`src/rtl/xtea_lane_engine_if.sv`:
```
// Handshake bundle for xtea_lane_engine.
//   Request side : in_valid/in_ready with decrypt, data_in (64*LANES), key_in (128)
//   Result side  : out_valid/out_ready with data_out (64*LANES)
//   Status       : busy
// The slave modport is the engine's view; master is the upstream/downstream view.
interface xtea_lane_engine_if #(
    parameter int LANES = 2
);
    logic                  in_valid;
    logic                  in_ready;
    logic                  decrypt;
    logic [64*LANES-1:0]   data_in;
    logic [127:0]          key_in;
    logic                  out_valid;
    logic                  out_ready;
    logic [64*LANES-1:0]   data_out;
    logic                  busy;

    modport master (
        output in_valid, decrypt, data_in, key_in, out_ready,
        input  in_ready, out_valid, data_out, busy
    );

    modport slave (
        input  in_valid, decrypt, data_in, key_in, out_ready,
        output in_ready, out_valid, data_out, busy
    );
endinterface

```
`src/rtl/xtea_lane_engine.sv`:
```
// Multi-lane XTEA encrypt/decrypt engine, one half-round per clock.
// LANES independent 64-bit blocks share one 128-bit key and run in lockstep
// for ROUNDS full cycles.
// Ports:
//   clock  - system clock
//   reset  - asynchronous, active-high reset
//   bus    - xtea_lane_engine_if.slave: request handshake (in_valid/in_ready,
//            decrypt, data_in, key_in), result handshake (out_valid/out_ready,
//            data_out) and busy status.
// Lane n packing: v0 = [64n+31:64n], v1 = [64n+63:64n+32].
module xtea_lane_engine #(
    parameter int          LANES  = 2,
    parameter int          ROUNDS = 32,
    parameter logic [31:0] DELTA  = 32'h9E3779B9
) (
    input  logic                  clock,
    input  logic                  reset,
    xtea_lane_engine_if.slave     bus
);

    localparam int          CW      = $clog2(ROUNDS + 1);
    localparam int          DW      = 64 * LANES;
    localparam logic [31:0] SUM_DEC = DELTA * 32'(ROUNDS);
    localparam logic [CW-1:0] LAST  = CW'(ROUNDS - 1);

    typedef enum logic [1:0] {S_IDLE, S_RUN, S_DONE} state_t;

    state_t         state_q, state_d;
    logic [31:0]    v0_q [LANES];
    logic [31:0]    v1_q [LANES];
    logic [31:0]    v0_d [LANES];
    logic [31:0]    v1_d [LANES];
    logic [31:0]    hr_v0 [LANES];
    logic [31:0]    hr_v1 [LANES];
    logic [31:0]    key_q [4];
    logic [31:0]    key_d [4];
    logic           dec_q, dec_d;
    logic           phase_q, phase_d;
    logic [31:0]    sum_q, sum_d;
    logic [CW-1:0]  cnt_q, cnt_d;
    logic [DW-1:0]  dout_q, dout_d;
    logic           oval_q, oval_d;

    logic [31:0]    kt;
    logic [31:0]    t;
    logic           upd_v0;

    function automatic logic [31:0] mix(input logic [31:0] x);
        return ((x << 4) ^ (x >> 5)) + x;
    endfunction

    // Half-round datapath. Encrypt phase 0 and decrypt phase 1 both update v0
    // from f(v1) with key word k[sum[1:0]]; the other two cases update v1 from
    // f(v0) with k[sum[12:11]]. Only the add/subtract differs.
    always_comb begin
        t      = '0;
        upd_v0 = (dec_q == phase_q);
        kt     = upd_v0 ? (sum_q + key_q[sum_q[1:0]])
                        : (sum_q + key_q[sum_q[12:11]]);
        for (int unsigned n = 0; n < LANES; n++) begin
            hr_v0[n] = v0_q[n];
            hr_v1[n] = v1_q[n];
            if (upd_v0) begin
                t        = mix(v1_q[n]) ^ kt;
                hr_v0[n] = dec_q ? (v0_q[n] - t) : (v0_q[n] + t);
            end else begin
                t        = mix(v0_q[n]) ^ kt;
                hr_v1[n] = dec_q ? (v1_q[n] - t) : (v1_q[n] + t);
            end
        end
    end

    // Next-state and outputs
    always_comb begin
        state_d = state_q;
        v0_d    = v0_q;
        v1_d    = v1_q;
        key_d   = key_q;
        dec_d   = dec_q;
        phase_d = phase_q;
        sum_d   = sum_q;
        cnt_d   = cnt_q;
        dout_d  = dout_q;
        oval_d  = oval_q;

        bus.in_ready  = (state_q == S_IDLE);
        bus.busy      = (state_q != S_IDLE);
        bus.out_valid = oval_q;
        bus.data_out  = dout_q;

        case (state_q)
            S_IDLE: begin
                if (bus.in_valid) begin
                    for (int unsigned n = 0; n < LANES; n++) begin
                        v0_d[n] = bus.data_in[64*n +: 32];
                        v1_d[n] = bus.data_in[64*n+32 +: 32];
                    end
                    for (int unsigned j = 0; j < 4; j++) begin
                        key_d[j] = bus.key_in[32*j +: 32];
                    end
                    dec_d   = bus.decrypt;
                    sum_d   = bus.decrypt ? SUM_DEC : '0;
                    cnt_d   = '0;
                    phase_d = 1'b0;
                    state_d = S_RUN;
                end
            end
            S_RUN: begin
                v0_d    = hr_v0;
                v1_d    = hr_v1;
                phase_d = ~phase_q;
                if (!phase_q) begin
                    sum_d = dec_q ? (sum_q - DELTA) : (sum_q + DELTA);
                end else begin
                    cnt_d = cnt_q + 1'b1;
                    if (cnt_q == LAST) begin
                        state_d = S_DONE;
                    end
                end
            end
            S_DONE: begin
                // The result register is loaded on the first DONE cycle, so
                // out_valid appears one clock after the final half-round.
                if (!oval_q) begin
                    oval_d = 1'b1;
                    for (int unsigned n = 0; n < LANES; n++) begin
                        dout_d[64*n +: 64] = {v1_q[n], v0_q[n]};
                    end
                end else if (bus.out_ready) begin
                    oval_d  = 1'b0;
                    state_d = S_IDLE;
                end
            end
            default: state_d = S_IDLE;
        endcase
    end

    always_ff @(posedge clock or posedge reset) begin
        if (reset) begin
            state_q <= S_IDLE;
        end else begin
            state_q <= state_d;
        end
    end

    always_ff @(posedge clock or posedge reset) begin
        if (reset) begin
            v0_q    <= '{default: '0};
            v1_q    <= '{default: '0};
            key_q   <= '{default: '0};
            dec_q   <= 1'b0;
            phase_q <= 1'b0;
            sum_q   <= '0;
            cnt_q   <= '0;
            dout_q  <= '0;
            oval_q  <= 1'b0;
        end else begin
            v0_q    <= v0_d;
            v1_q    <= v1_d;
            key_q   <= key_d;
            dec_q   <= dec_d;
            phase_q <= phase_d;
            sum_q   <= sum_d;
            cnt_q   <= cnt_d;
            dout_q  <= dout_d;
            oval_q  <= oval_d;
        end
    end

endmodule
```
`src/flat_wrapper.sv`:
```
// flat-port wrapper written by rule: the top's interface ports become plain ports
module xtea_lane_engine_flat 
#(
    parameter int          LANES  = 2,
    parameter int          ROUNDS = 32,
    parameter logic [31:0] DELTA  = 32'h9E3779B9
)
  (clock, reset, bus_in_valid, bus_decrypt, bus_data_in, bus_key_in, bus_out_ready, bus_in_ready, bus_out_valid, bus_data_out, bus_busy);
  xtea_lane_engine_if #(.LANES(LANES)) bus_i ();
  input  logic clock;
  input  logic reset;
  input wire logic [$bits(bus_i.in_valid)-1:0] bus_in_valid;
  input wire logic [$bits(bus_i.decrypt)-1:0] bus_decrypt;
  input wire logic [$bits(bus_i.data_in)-1:0] bus_data_in;
  input wire logic [$bits(bus_i.key_in)-1:0] bus_key_in;
  input wire logic [$bits(bus_i.out_ready)-1:0] bus_out_ready;
  output wire logic [$bits(bus_i.in_ready)-1:0] bus_in_ready;
  output wire logic [$bits(bus_i.out_valid)-1:0] bus_out_valid;
  output wire logic [$bits(bus_i.data_out)-1:0] bus_data_out;
  output wire logic [$bits(bus_i.busy)-1:0] bus_busy;
  assign bus_i.in_valid = bus_in_valid;
  assign bus_i.decrypt = bus_decrypt;
  assign bus_i.data_in = bus_data_in;
  assign bus_i.key_in = bus_key_in;
  assign bus_i.out_ready = bus_out_ready;
  assign bus_in_ready = bus_i.in_ready;
  assign bus_out_valid = bus_i.out_valid;
  assign bus_data_out = bus_i.data_out;
  assign bus_busy = bus_i.busy;
  xtea_lane_engine #(.LANES(LANES), .ROUNDS(ROUNDS), .DELTA(DELTA)) u_core (.clock(clock), .reset(reset), .bus(bus_i));
endmodule
```
`config.mk`:
```
export PLATFORM = sky130hd
export DESIGN_NAME = xtea_lane_engine_flat
export DESIGN_NICKNAME = d
export VERILOG_FILES = /design/src/rtl/xtea_lane_engine_if.sv /design/src/rtl/xtea_lane_engine.sv /design/src/flat_wrapper.sv
export SDC_FILE = /design/constraint.sdc
export NUM_CORES = 2
export LEC_CHECK = 0
export CAP_MARGIN = 30
export CORE_AREA = 4 4 400 402
export DETAILED_ROUTE_END_ITERATION = 6
export DIE_AREA = 0 0 404 406
export GPL_TIMING_DRIVEN = 0
export PLACE_DENSITY = 0.41
export SYNTH_ARGS = -nofsm -noshare
export SYNTH_HDL_FRONTEND = slang
export SYNTH_SLANG_ARGS = --single-unit
```
`constraint.sdc`:
```
create_clock -name clock -period 16.6 [get_ports clock]
set_input_delay 3.32 -clock clock [delete_from_list [all_inputs] [get_ports clock]]
set_output_delay 3.32 -clock clock [all_outputs]
set_load 0.1 [all_outputs]
```
==> results_dict.tcl <==
set metrics [dict create \
    status "finished, final reports clean" \
    fp.dieH_um 406 \
    clockBufferDepth 3 \
    cap_violations 0 \
    vias 35790 \
    met1_length_mm 83.10 \
    rsz0062_at_grt "no" \
    die_w_um 404 \
    slowest_stage "dfrtp_1" \
    cpPeakStageDelay_ns 0.82 \
    synth_edf_count 0 \
    synth_seq_cells 427 \
    setup_viol 0 \
    final_nets 5656 \
    cts_buffers 56 \
    gr-usage-all-layers 0.2094 \
    yosys.area.top_type_share 0.2743 \
    ioPinCount 392 \
    r2r_slack_ns 6.13 \
    cp_max_fo 15 \
    seqCellArea_sq_um 10690 \
    ys.flop_type "dfrtp_1" \
    synth_cell_types 114 \
    netlist.top_cell.by_area "dfrtp_1" \
    drc 0 \
    skew_ns 0.06051 \
    clock-sinks 427 \
    finalHoldViolCount 0 \
    die_area_sq_um 164000 \
    grt_pass1_vias 35400 \
    routabilityCongestion 0.9085 \
    path_clk_slew_ns 0.06 \
    grt_max_degree 109 \
    final_common_cell "nand2_1" \
    start_kind "register" \
    cp_common_cell "nor2_1" \
    ys_warn_count 0 \
    syn_inst 4560 \
    antenna_found_initial 15 \
    portBuffers 391 \
    initial_utilization 0.2497 \
    final.min_clock_period_ns 10.47 \
    synthTopCellsByArea "dfrtp_1 (27%), ha_1 (10%), nand2_1 (7.5%), xnor2_1 (6.7%), xor2_1 (5.5%)" \
    clk_latency_ns 0.71 \
    synthToLayoutAreaGrowth_pct 24.96 \
    met3_length_mm 10.45 \
    cts_tree "yes" \
    wl_per_cell_um 24.55 \
    wl_met2_mm 77.19 \
    synth_async_sr_flop_share 1.000 \
    final_cell_mix "nand2_1 (776), dfrtp_1 (427), a21oi_1 (417)" \
    fmax_mhz 95.50 \
    critPathArrivalTime_ns 11.04 \
    antenna_left 0 \
    postLayoutCoreUtil 0.3120 \
    core_area_sq_um 156000 \
    finalCritPeriodShare 0.6308 \
    fillCellCount 16640 \
    cts-root-buf "clkbuf_16" \
    ys_seq_area_frac 0.2743 \
    avgViaCountPerCell 4.987 \
    setup_tns_ns 0 \
    hold_class "register to register" \
    fp-row-count 145 \
    grt_pass1_wl_mm 251.1 \
    worstSetupPathType "register to register" \
    synth_fp_nets 5145 \
    overflow 0 \
    multiInputGateArea_sq_um 27230 \
    top_layer "met5" \
    avgSynthCellArea_sq_um 8.544 \
    critPathCaptureType "register" \
    layout-drive-gt1-share 0.08682 \
    maxSlewHeadroom 0.2989 \
    finalMaxSlewViolations 0 \
    hpwl_mm 143.5 \
    post_cts.repair.setup_buffers 0 \
    drtIter0Drc 2702 \
    firstDrtPassIters 5 \
    syn_area_sq_um 38960 \
    totalWireLength_mm 176.2 \
    post_cts_resized 0 \
    cts_hold_buf 0 \
    required_ns 17.17 \
    worst_pin_slew_ns 1.045 \
    cts.htree.levels 2 \
]
[Yosys cell counts, drive strengths merged, types with 8 or more instances]
library cell and n:
a211o 9, a31oi 84, o31ai 21, xnor2 307, nor4 15, a31o 9, or2 16, nor2b 35
o21a 48, and4 18, mux4 64, o211ai 27, and2 35, dfrtp 427, o21ai 252, xor2 246
fa 10, or3 17, inv 115, nor2 346, xnor3 26, a2111oi 8, nand4 35, nand2b 37
o21bai 42, a41oi 10, ha 314, o31a 9, nor3 76, clkbuf 135, nand3 66, a211oi 34
and3 43, a21o 132, a21boi 13, a21oi 420, buf 31, mux2 130, nand2 777
[final timing paths]
path | from | endpoint | cells after the start
setup / recovery | u_core.dec_q | u_core.v1_q[31] | 33
hold / removal | u_core.cnt_q[5] | u_core.state_q[1] | 1
setup reg to reg | u_core.dec_q | u_core.v1_q[31] | 33
hold reg to reg | u_core.cnt_q[5] | u_core.state_q[1] | 1
max in group asynchronous | reset | u_core.bus.data_out[94] | 4
min in group asynchronous | reset | u_core.v1_q[43] | 2
[cell families (layout without fill, tap and decap cells)]
group,count (synthesis),count (layout),synth area share
and+or+nand+nor,1552,1552,0.1787
AOI/OAI and AO/OA,1189,1189,0.1914
xor gates and xnor gates,586,586,0.1458
DFF,427,427,0.2743
adders and majority gates,324,324,0.1060
buffers and inverters,281,835,0.02752
muxes,201,201,0.07637
other,0,5,0
[worst max-delay path: cells and delay by family, from the launching register on]
family / cells / cell delay (ns)
xor gates and xnor gates: 4 / 1.61
buffers and inverters: 3 / 1.27
adders and majority gates: 2 / 0.65
AOI/OAI and AO/OA: 10 / 3.38
DFF: 1 / 0.82
and+or+nand+nor: 14 / 2.63
[layer usage]
layer	GRT usage	up-vias
li1	-	17290
met1	0.2929	17270
met2	0.3303	1034
met3	0.03641	189
met4	0.06151	10
met5	0	-
[sequential cells by signal, indices dropped and copies added, names as in the netlist]
signal / count
u_core.bus.data_out: 128
u_core.key_q: 128
u_core.v0_q: 64
u_core.v1_q: 64
u_core.sum_q: 32
u_core.cnt_q: 6
u_core.state_q: 2
u_core.bus.out_valid: 1
u_core.dec_q: 1
u_core.phase_q: 1
[metrics by stage]
stage	hold slack [ns]	cells	area [sq um]	setup slack [ns]
floorplan	0.4570	4560	38960	1.390
global placement	0.4718	7009	45450	-6.225
detailed placement	0.4781	7069	46680	6.199
CTS	0.4768	7170	48640	6.167
global route	0.5168	7172	48670	5.656
finish	0.4839	7177	48690	6.128
[layout make-up]
cell class                      instances  area share
Multi-Input combinational cell       3852      0.5594
Sequential cell                       427      0.2195
Timing Repair Buffer                  453      0.1053
Tap cell                             2058     0.05289
Clock buffer                           83     0.03421
Buffer                                166     0.01339
Inverter                              115    0.009020
Clock inverter                         18    0.006091
Antenna cell                            5   0.0002570
Power is not shown: default switching activity piles up to over one toggle a cycle in this logic, so the estimate is an artifact.
